`src/rtl/mem_port_arbiter.sv`:
```
// Arbitrates the single unified memory port between instruction fetch and data load/store.
// Optional stall/transfer counters are compiled in with `define MEM_ARB_PERF_EN.
module mem_port_arbiter #(
    parameter int XLEN         = 32,
    parameter int STARVE_LIMIT = 4
) (
    input  logic              clk,
    input  logic              rstn,
    input  logic              if_req_i,
    input  logic [XLEN-1:0]   if_addr_i,
    output logic              if_gnt_o,
    output logic              if_rvalid_o,
    output logic [XLEN-1:0]   if_rdata_o,
    input  logic              d_req_i,
    input  logic              d_we_i,
    input  logic [XLEN/8-1:0] d_be_i,
    input  logic [XLEN-1:0]   d_addr_i,
    input  logic [XLEN-1:0]   d_wdata_i,
    output logic              d_gnt_o,
    output logic              d_rvalid_o,
    output logic [XLEN-1:0]   d_rdata_o,
    output logic              mem_req_o,
    output logic              mem_we_o,
    output logic [XLEN/8-1:0] mem_be_o,
    output logic [XLEN-1:0]   mem_addr_o,
    output logic [XLEN-1:0]   mem_wdata_o,
    input  logic              mem_gnt_i,
    input  logic              mem_rvalid_i,
    input  logic [XLEN-1:0]   mem_rdata_i
`ifdef MEM_ARB_PERF_EN
    ,
    output logic [31:0]       perf_if_stall_o,
    output logic [31:0]       perf_d_stall_o,
    output logic [31:0]       perf_xfer_o
`endif
);

    localparam int BEW = XLEN / 8;
    localparam logic [3:0] LIMIT = 4'(STARVE_LIMIT);

    typedef enum logic [1:0] {IDLE, REQ, WAIT} state_e;
    typedef enum logic {OWN_IF, OWN_D} owner_e;

    state_e          state_q, state_d;
    owner_e          owner_q, owner_d;
    logic [3:0]      starve_cnt_q, starve_cnt_d;
    logic            mem_req_q, mem_req_d;
    logic            mem_we_q, mem_we_d;
    logic [BEW-1:0]  mem_be_q, mem_be_d;
    logic [XLEN-1:0] mem_addr_q, mem_addr_d;
    logic [XLEN-1:0] mem_wdata_q, mem_wdata_d;

    logic gnt_ok;
    logic rsp_ok;
    logic arb_point;
    logic pick_d;

    assign gnt_ok    = (state_q == REQ) && mem_gnt_i;
    assign rsp_ok    = (state_q == WAIT) && mem_rvalid_i;
    assign arb_point = (state_q == IDLE) || rsp_ok;
    // D wins ties unless IF has already been passed over STARVE_LIMIT times in a row.
    assign pick_d    = d_req_i && !(if_req_i && (starve_cnt_q == LIMIT));

    always_ff @(posedge clk or negedge rstn) begin
        if (!rstn) begin
            state_q      <= IDLE;
            owner_q      <= OWN_IF;
            starve_cnt_q <= '0;
            mem_req_q    <= 1'b0;
            mem_we_q     <= 1'b0;
            mem_be_q     <= '0;
            mem_addr_q   <= '0;
            mem_wdata_q  <= '0;
        end else begin
            state_q      <= state_d;
            owner_q      <= owner_d;
            starve_cnt_q <= starve_cnt_d;
            mem_req_q    <= mem_req_d;
            mem_we_q     <= mem_we_d;
            mem_be_q     <= mem_be_d;
            mem_addr_q   <= mem_addr_d;
            mem_wdata_q  <= mem_wdata_d;
        end
    end

    always_comb begin
        state_d      = state_q;
        owner_d      = owner_q;
        starve_cnt_d = starve_cnt_q;
        mem_req_d    = mem_req_q;
        mem_we_d     = mem_we_q;
        mem_be_d     = mem_be_q;
        mem_addr_d   = mem_addr_q;
        mem_wdata_d  = mem_wdata_q;

        case (state_q)
            REQ: begin
                if (mem_gnt_i) begin
                    mem_req_d = 1'b0;
                    state_d   = WAIT;
                end
            end
            WAIT: begin
                if (mem_rvalid_i) begin
                    state_d = IDLE;
                end
            end
            default: ;
        endcase

        // A response cycle doubles as an arbitration point so back-to-back requests skip IDLE.
        if (arb_point) begin
            if (if_req_i || d_req_i) begin
                state_d   = REQ;
                mem_req_d = 1'b1;
                if (pick_d) begin
                    owner_d     = OWN_D;
                    mem_we_d    = d_we_i;
                    mem_be_d    = d_be_i;
                    mem_addr_d  = d_addr_i;
                    mem_wdata_d = d_wdata_i;
                    if (!if_req_i) begin
                        starve_cnt_d = '0;
                    end else if (starve_cnt_q != LIMIT) begin
                        starve_cnt_d = starve_cnt_q + 4'd1;
                    end
                end else begin
                    owner_d      = OWN_IF;
                    mem_we_d     = 1'b0;
                    mem_be_d     = '1;
                    mem_addr_d   = if_addr_i;
                    mem_wdata_d  = '0;
                    starve_cnt_d = '0;
                end
            end else begin
                starve_cnt_d = '0;
            end
        end
    end

    assign mem_req_o   = mem_req_q;
    assign mem_we_o    = mem_we_q;
    assign mem_be_o    = mem_be_q;
    assign mem_addr_o  = mem_addr_q;
    assign mem_wdata_o = mem_wdata_q;

    assign if_gnt_o    = gnt_ok && (owner_q == OWN_IF);
    assign d_gnt_o     = gnt_ok && (owner_q == OWN_D);
    assign if_rvalid_o = rsp_ok && (owner_q == OWN_IF);
    assign d_rvalid_o  = rsp_ok && (owner_q == OWN_D);
    assign if_rdata_o  = if_rvalid_o ? mem_rdata_i : '0;
    assign d_rdata_o   = d_rvalid_o ? mem_rdata_i : '0;

`ifdef MEM_ARB_PERF_EN
    logic [31:0] perf_if_stall_q, perf_if_stall_d;
    logic [31:0] perf_d_stall_q, perf_d_stall_d;
    logic [31:0] perf_xfer_q, perf_xfer_d;

    // A requester is stalled whenever it asks but is not the one currently presented in REQ.
    always_comb begin
        perf_if_stall_d = perf_if_stall_q;
        perf_d_stall_d  = perf_d_stall_q;
        perf_xfer_d     = perf_xfer_q;
        if (if_req_i && !((state_q == REQ) && (owner_q == OWN_IF))) begin
            perf_if_stall_d = perf_if_stall_q + 32'd1;
        end
        if (d_req_i && !((state_q == REQ) && (owner_q == OWN_D))) begin
            perf_d_stall_d = perf_d_stall_q + 32'd1;
        end
        if (gnt_ok) begin
            perf_xfer_d = perf_xfer_q + 32'd1;
        end
    end

    always_ff @(posedge clk or negedge rstn) begin
        if (!rstn) begin
            perf_if_stall_q <= '0;
            perf_d_stall_q  <= '0;
            perf_xfer_q     <= '0;
        end else begin
            perf_if_stall_q <= perf_if_stall_d;
            perf_d_stall_q  <= perf_d_stall_d;
            perf_xfer_q     <= perf_xfer_d;
        end
    end

    assign perf_if_stall_o = perf_if_stall_q;
    assign perf_d_stall_o  = perf_d_stall_q;
    assign perf_xfer_o     = perf_xfer_q;
`endif

endmodule

```
`config.mk`:
```
export PLATFORM = sky130hd
export DESIGN_NAME = mem_port_arbiter
export DESIGN_NICKNAME = d
export VERILOG_FILES = /design/src/rtl/mem_port_arbiter.sv
export SDC_FILE = /design/constraint.sdc
export NUM_CORES = 1
export LEC_CHECK = 0
export BUFFER_PORTS_ARGS = -buffer_cell sky130_fd_sc_hd__clkbuf_2
export CAP_MARGIN = 10
export CORE_AREA = 2 2 107 109
export CTS_CLUSTER_DIAMETER = 100
export DETAILED_ROUTE_END_ITERATION = 7
export DIE_AREA = 0 0 109 111
export PLACE_DENSITY_LB_ADDON = 0.25
export SYNTH_ARGS = -nofsm -noshare
export SYNTH_HDL_FRONTEND = slang
export SYNTH_SLANG_ARGS = --single-unit
```
`constraint.sdc`:
```
create_clock -name clk -period 2.21 [get_ports clk]
set_input_delay 0.221 -clock clk [delete_from_list [all_inputs] [get_ports clk]]
set_output_delay 0.221 -clock clk [all_outputs]
set_load 0.01 [all_outputs]
```
# After elaboration in Yosys (flattened, before gate mapping)
# Cells that the tools add are included.
dict set report totals {
  output_inout_bits 138
  ff_bits 77
  word_cells 49
  input_bits 139
}
dict set report classes {
  n_eq_ne 5
  n_addsub 1
  n_reduce_logical 14
  muxes 20
  bitwise_logic 1
}
# operator n
set op_table {}
lappend op_table {{$mux W32} 4}
lappend op_table {{$mux W4} 5}
lappend op_table {{$logic_and A1 B1 Y1} 8}
lappend op_table {{$mux W2} 4}
lappend op_table {{$ne A4 B3 Y1 const B} 2}
lappend op_table {{$mux W1} 6}
lappend op_table {{$add A4 B1 Y4 const B} 1}
lappend op_table {{$eq A4 B3 Y1 const B} 1}
lappend op_table {{$pmux W2 S2} 1}
lappend op_table {{$reduce_and A2 Y1} 2}
lappend op_table {{$eq A2 B1 Y1 const B} 1}
lappend op_table {{$eq A2 B2 Y1 const B} 1}
lappend op_table {{$logic_not A2 Y1} 1}
lappend op_table {{$logic_or A1 B1 Y1} 2}
lappend op_table {{$logic_not A1 Y1} 1}
lappend op_table {{$not A1 Y1} 1}

# Depth between registers and ports, before layout
dict set report depth {
  depth_word 6
  ltp_mapped 7
  depth_no_buf 5
}

# Worst setup path before layout
# Ideal clock, no wire load.
dict set report synth_timing {
  path_type {reg2out}
  from {reg state_q[0]}
  to {out if_rdata_o[22]}
  required_ns 1.989
  arrival_ns 1.466
  n_path_buf 1
  slack_ns 0.523
  path_stages_with_launch 7
  cell_sequence {dfrtp_1 > inv_1 > ha_1 > nand2_1 > nor2_1 > clkbuf_1 > and2_1}
}
dict set report synth_via {
  elab_chain_len 4
}
# element line
set synth_lines {}
lappend synth_lines {{start, declared} 44} ;# state_e state_q, state_d;
lappend synth_lines {{start signal, assigned} 75} ;# state_q <= state_d;
lappend synth_lines {{$eq A2 B2 Y1} 59} ;# assign rsp_ok = (state_q == WAIT) && mem_rvalid_i;
lappend synth_lines {{$logic_and A1 B1 Y1} 59}
lappend synth_lines {{$logic_and A1 B1 Y1} 149} ;# assign if_rvalid_o = rsp_ok && (owner_q == OWN_IF);
lappend synth_lines {{named net if_rvalid_o} 12} ;# output logic if_rvalid_o,
lappend synth_lines {{$mux W32} 151} ;# assign if_rdata_o = if_rvalid_o ? mem_rdata_i : '0;
lappend synth_lines {{end, declared} 13} ;# output logic [XLEN-1:0] if_rdata_o,
# The timed path passes the listed nets, and every way through them passes these cells.

# Worst setup path in the final report
dict set report layout_timing {
  from {reg state_q[0]}
  to {out d_rdata_o[1]}
}
dict set report layout_via {
  elab_chain_len 4
}
# element line
set layout_lines {}
lappend layout_lines {{$eq A2 B2 Y1} 59}
lappend layout_lines {{$logic_and A1 B1 Y1} 59}
lappend layout_lines {{$logic_and A1 B1 Y1} 150} ;# assign d_rvalid_o = rsp_ok && (owner_q == OWN_D);
lappend layout_lines {{$mux W32} 152} ;# assign d_rdata_o = d_rvalid_o ? mem_rdata_i : '0;
lappend layout_lines {{end, declared} 21} ;# output logic [XLEN-1:0] d_rdata_o,
# No other way between the ends.

==> results by group <==
Die
  – Core box area: 11100 um^2
  – Vert. Die Dim: 111 um
  – IO Pins: 277
  – Initial Utilization: 36.0%
  – Placement Rows: 39
  – Die ar.: 12100 um^2
  – Horiz. Die Dim: 109 um

Cells and area
  – Fillers: 1017
  – Inserted Diodes: 0
  – Fin area: 5830 um^2
  – Area Overhead vs Synth: 46.0%
  – Final nets: 775
  – Layout cell share with drive strength beyond 1: 52.6%

Worst setup path
  – Critical path endpoint category: output pin
  – Crit path max fanout: 33
  – Worst setup path category: reg2out
  – WP data required: 1.99 ns
  – Crit Reg-Reg Startpoint: starve_cnt_q[0]$_DFFE_PN0P_
  – Worst r2r path cells: 5
  – Worst setup SP type: flop
  – R2R Setup Slk: 0.31 ns
  – RR Endpoint: mem_wdata_o[28]$_DFFE_PN0P_
  – Arr. time, crit path: 1.84 ns

Yosys
  – Post-Syn Instances: 364
  – Top cells by count, synth: 77 x dfrtp_1, 65 x and2_1, 33 x o21ai_0
  – Ys Warns: 0
  – Synth Flop Type: dfrtp_1
  – Top cell type's share of synthesized area: 48.3%
  – Most common cell in the synthesized netlist: dfrtp_1
  – Seq cells post-synth: 77
  – Synth unique cells: 35
  – FFs w/ async S/R, synth: 100%
  – Yosys top cell by area: dfrtp_1
  – Area contributors post-synth: dfrtp_1 48%, and2_1 10%, a2bb2oi_1 7.0%, a311oi_1 7.0%, a22o_2 5.8%
  – Post-synth EDFFs: 0
  – Synthesized cell area: 3990 um^2
  – Mapped Nets: 509
  – Syn Area/Cell: 11.0 um^2
  – Seq/Total Area, Yosys: 48.3%

Global route
  – Total grt overflow: 0
  – Total Routing Usage GR: 22.1%
  – Gr busiest metal: met2
  – Initial antenna violation count: 0
  – GRT met1 Usage: 24.6%
  – GR Util met2: 40.6%
  – Largest net degree at the start of global routing: 44
  – Met3 Use GR: 3.70%
  – First-pass GRT wire length: 20700 um
  – Vias in the first global route: 4042

Power
  – Leak: 3.03 nW
  – Power Total: 7.19 mW
  – Peak supply drop: 0.587 mV
  – Power Density: 1240 nW/um^2

Clock tree
  – Max Buffers Root-to-Sink: 2
  – Clock tree sinks: 77
  – H-tree depth: 3
  – Worst-skew pair later-pin latency: 0.33 ns
  – Clock buffer count from CTS: 9
  – CTS Root Cell: clkbuf_16
  – Clk slew on worst S/H paths: 0.06 ns
  – CTS tree: yes

STA
  – Post-route minimum period: 2.06 ns
  – Clock Skew: 0.00900 ns
  – Slew Viols, Final: 0
  – WHS: 0.0963 ns
  – Final Cycle Share: 93.4%
  – Total Neg Setup Slack: 0 ns
  – Final hold vios: 0
  – Highest clock rate: 484 MHz
  – RSZ-0062 raised after global routing: no
  – Worst slew pin tran: 0.925 ns
  – # setup viols final: 0
  – Slew headroom: 38.1%

Run status
  – Run status: finished clean

Placed design
  – Placer Congestion: 0.767
  – Post-DP HPWL: 9880 um
  – IO Port Bufs: 276
  – Cell Area, Placed: 5460 um^2

Hold path
  – Hold Path End: mem_be_o[0]$_DFFE_PN0P_
  – Worst hold path stage count: 2
  – Hold path startpoint: d_be_i[0]
  – Worst hold path type: in2reg

Routing
  – Antenna Nets Post-Route: 0
  – Vias: 4079
  – First-pass DRT Iterations: 4
  – Routed WL: 13400 um
  – DR DRC count: 0
  – Post-DR wirelength/cell: 17.2 um
  – Starting DRT DRC Count: 190
  – DR vias/cell: 5.24

Job
  – Max-cap violations: 0
-- area by class of cell --
cell class	count	area (um^2)	share of cell area, %
inverter	8	30.0	0.515
timing repair buffer	290	1500	25.8
sequential	77	1930	33.1
multi-input combinational	244	1850	31.7
clock inverter	5	106	1.83
tap	143	179	3.07
clock buffer	11	233	3.99
-- critical path, cell delays in order (launching register included) --
cell      delay, ns
dfrtp_1        0.39
inv_1          0.12
ha_2           0.25
and3_1         0.17
buf_4          0.25
and2_1         0.19
clkbuf_2       0.14
-- metal layers --
layer / vias up / wire [um] / part of all wire [%]
li1: 1905 / - / -
met1: 1965 / 4910 / 37
met2: 187 / 7130 / 53
met3: 22 / 966 / 7.2
met4: 0 / 348 / 2.6
met5: - / 0 / 0
-- layout by cell type, fill, tap and decap left out, types with 2 or more instances in the layout --
cell type  netlist  final
clkbuf_2         0    275
dfrtp_1         77     77
and2_1          65     65
o21ai_0         33     33
a311oi_1        32     32
a2bb2oi_1       32     32
a22o_2          23     23
buf_4            1     13
a22o_1          10     10
clkbuf_16        0      9
inv_1            8      8
nand2_1          8      8
ha_1             6      5
o22a_1           4      4
and3_1           3      3
nor2_1           3      3
a21o_1           3      3
nand4_1          3      3
bufinv_16        0      3
a21oi_1          2      2
nor3_4           1      2
nand3b_1         2      2
clkbuf_1        18      2
-- flip-flops by register name, summed over array words and instances, names as in the netlist --
name and flops:
mem_addr_o 32, mem_wdata_o 32, mem_be_o 4, starve_cnt_q 4, state_q 2, mem_req_o 1, mem_we_o 1, owner_q 1
-- cell families after synthesis --
kind of cell	share of synthesized area [%]
compound gates	29.6
flops	48.3
simple gates	14.3
fa+ha+maj	1.88
buf+inv	5.87
-- stage by stage --
step / cells / setup WS (ns) / utilization (%)
final: 778 / 0.145 / 52.6
after CTS: 778 / 0.0281 / 52.5
after global routing: 778 / 0.00656 / 52.6
after global placement: 760 / 0.0615 / 49.3
after floorplan: 364 / 0.523 / -
after detailed placement: 760 / -0.0224 / 49.3
-- worst max path at each step --
| stage | from | to | slack, ns | depth (start not counted) |
|---|---|---|---|---|
| after detailed placement | state_q[0]$_DFF_PN0_ | mem_wdata_o[28]$_DFFE_PN0P_ | -0.02 | 5 |
| after global placement | starve_cnt_q[0]$_DFFE_PN0P_ | mem_wdata_o[3]$_DFFE_PN0P_ | 0.06 | 5 |
| after CTS | state_q[0]$_DFF_PN0_ | mem_wdata_o[10]$_DFFE_PN0P_ | 0.03 | 5 |
| after floorplan | state_q[0]$_DFF_PN0_ | if_rdata_o[22] | 0.52 | 6 |
| after global routing | state_q[0]$_DFF_PN0_ | if_rdata_o[2] | 0.007 | 7 |
| final | state_q[0]$_DFF_PN0_ | d_rdata_o[1] | 0.15 | 6 |
-- power by group --
part,switching (mW),internal (mW),leakage (nW)
logic,1.61,1.47,1.94
registers,0.381,2.04,0.925
clock network,0.574,1.11,0.160
total,2.57,4.63,3.03
-- what timing repair did --
item,in CTS,in global routing
pin swaps,1,0
hold buffers,1,0
cloned,1,0
setup buffers,0,0
resized for setup,0,2
endpoints found under the setup margin,24,80
endpoints found under the hold margin,41,0
Power figures use the tool's default switching activity.
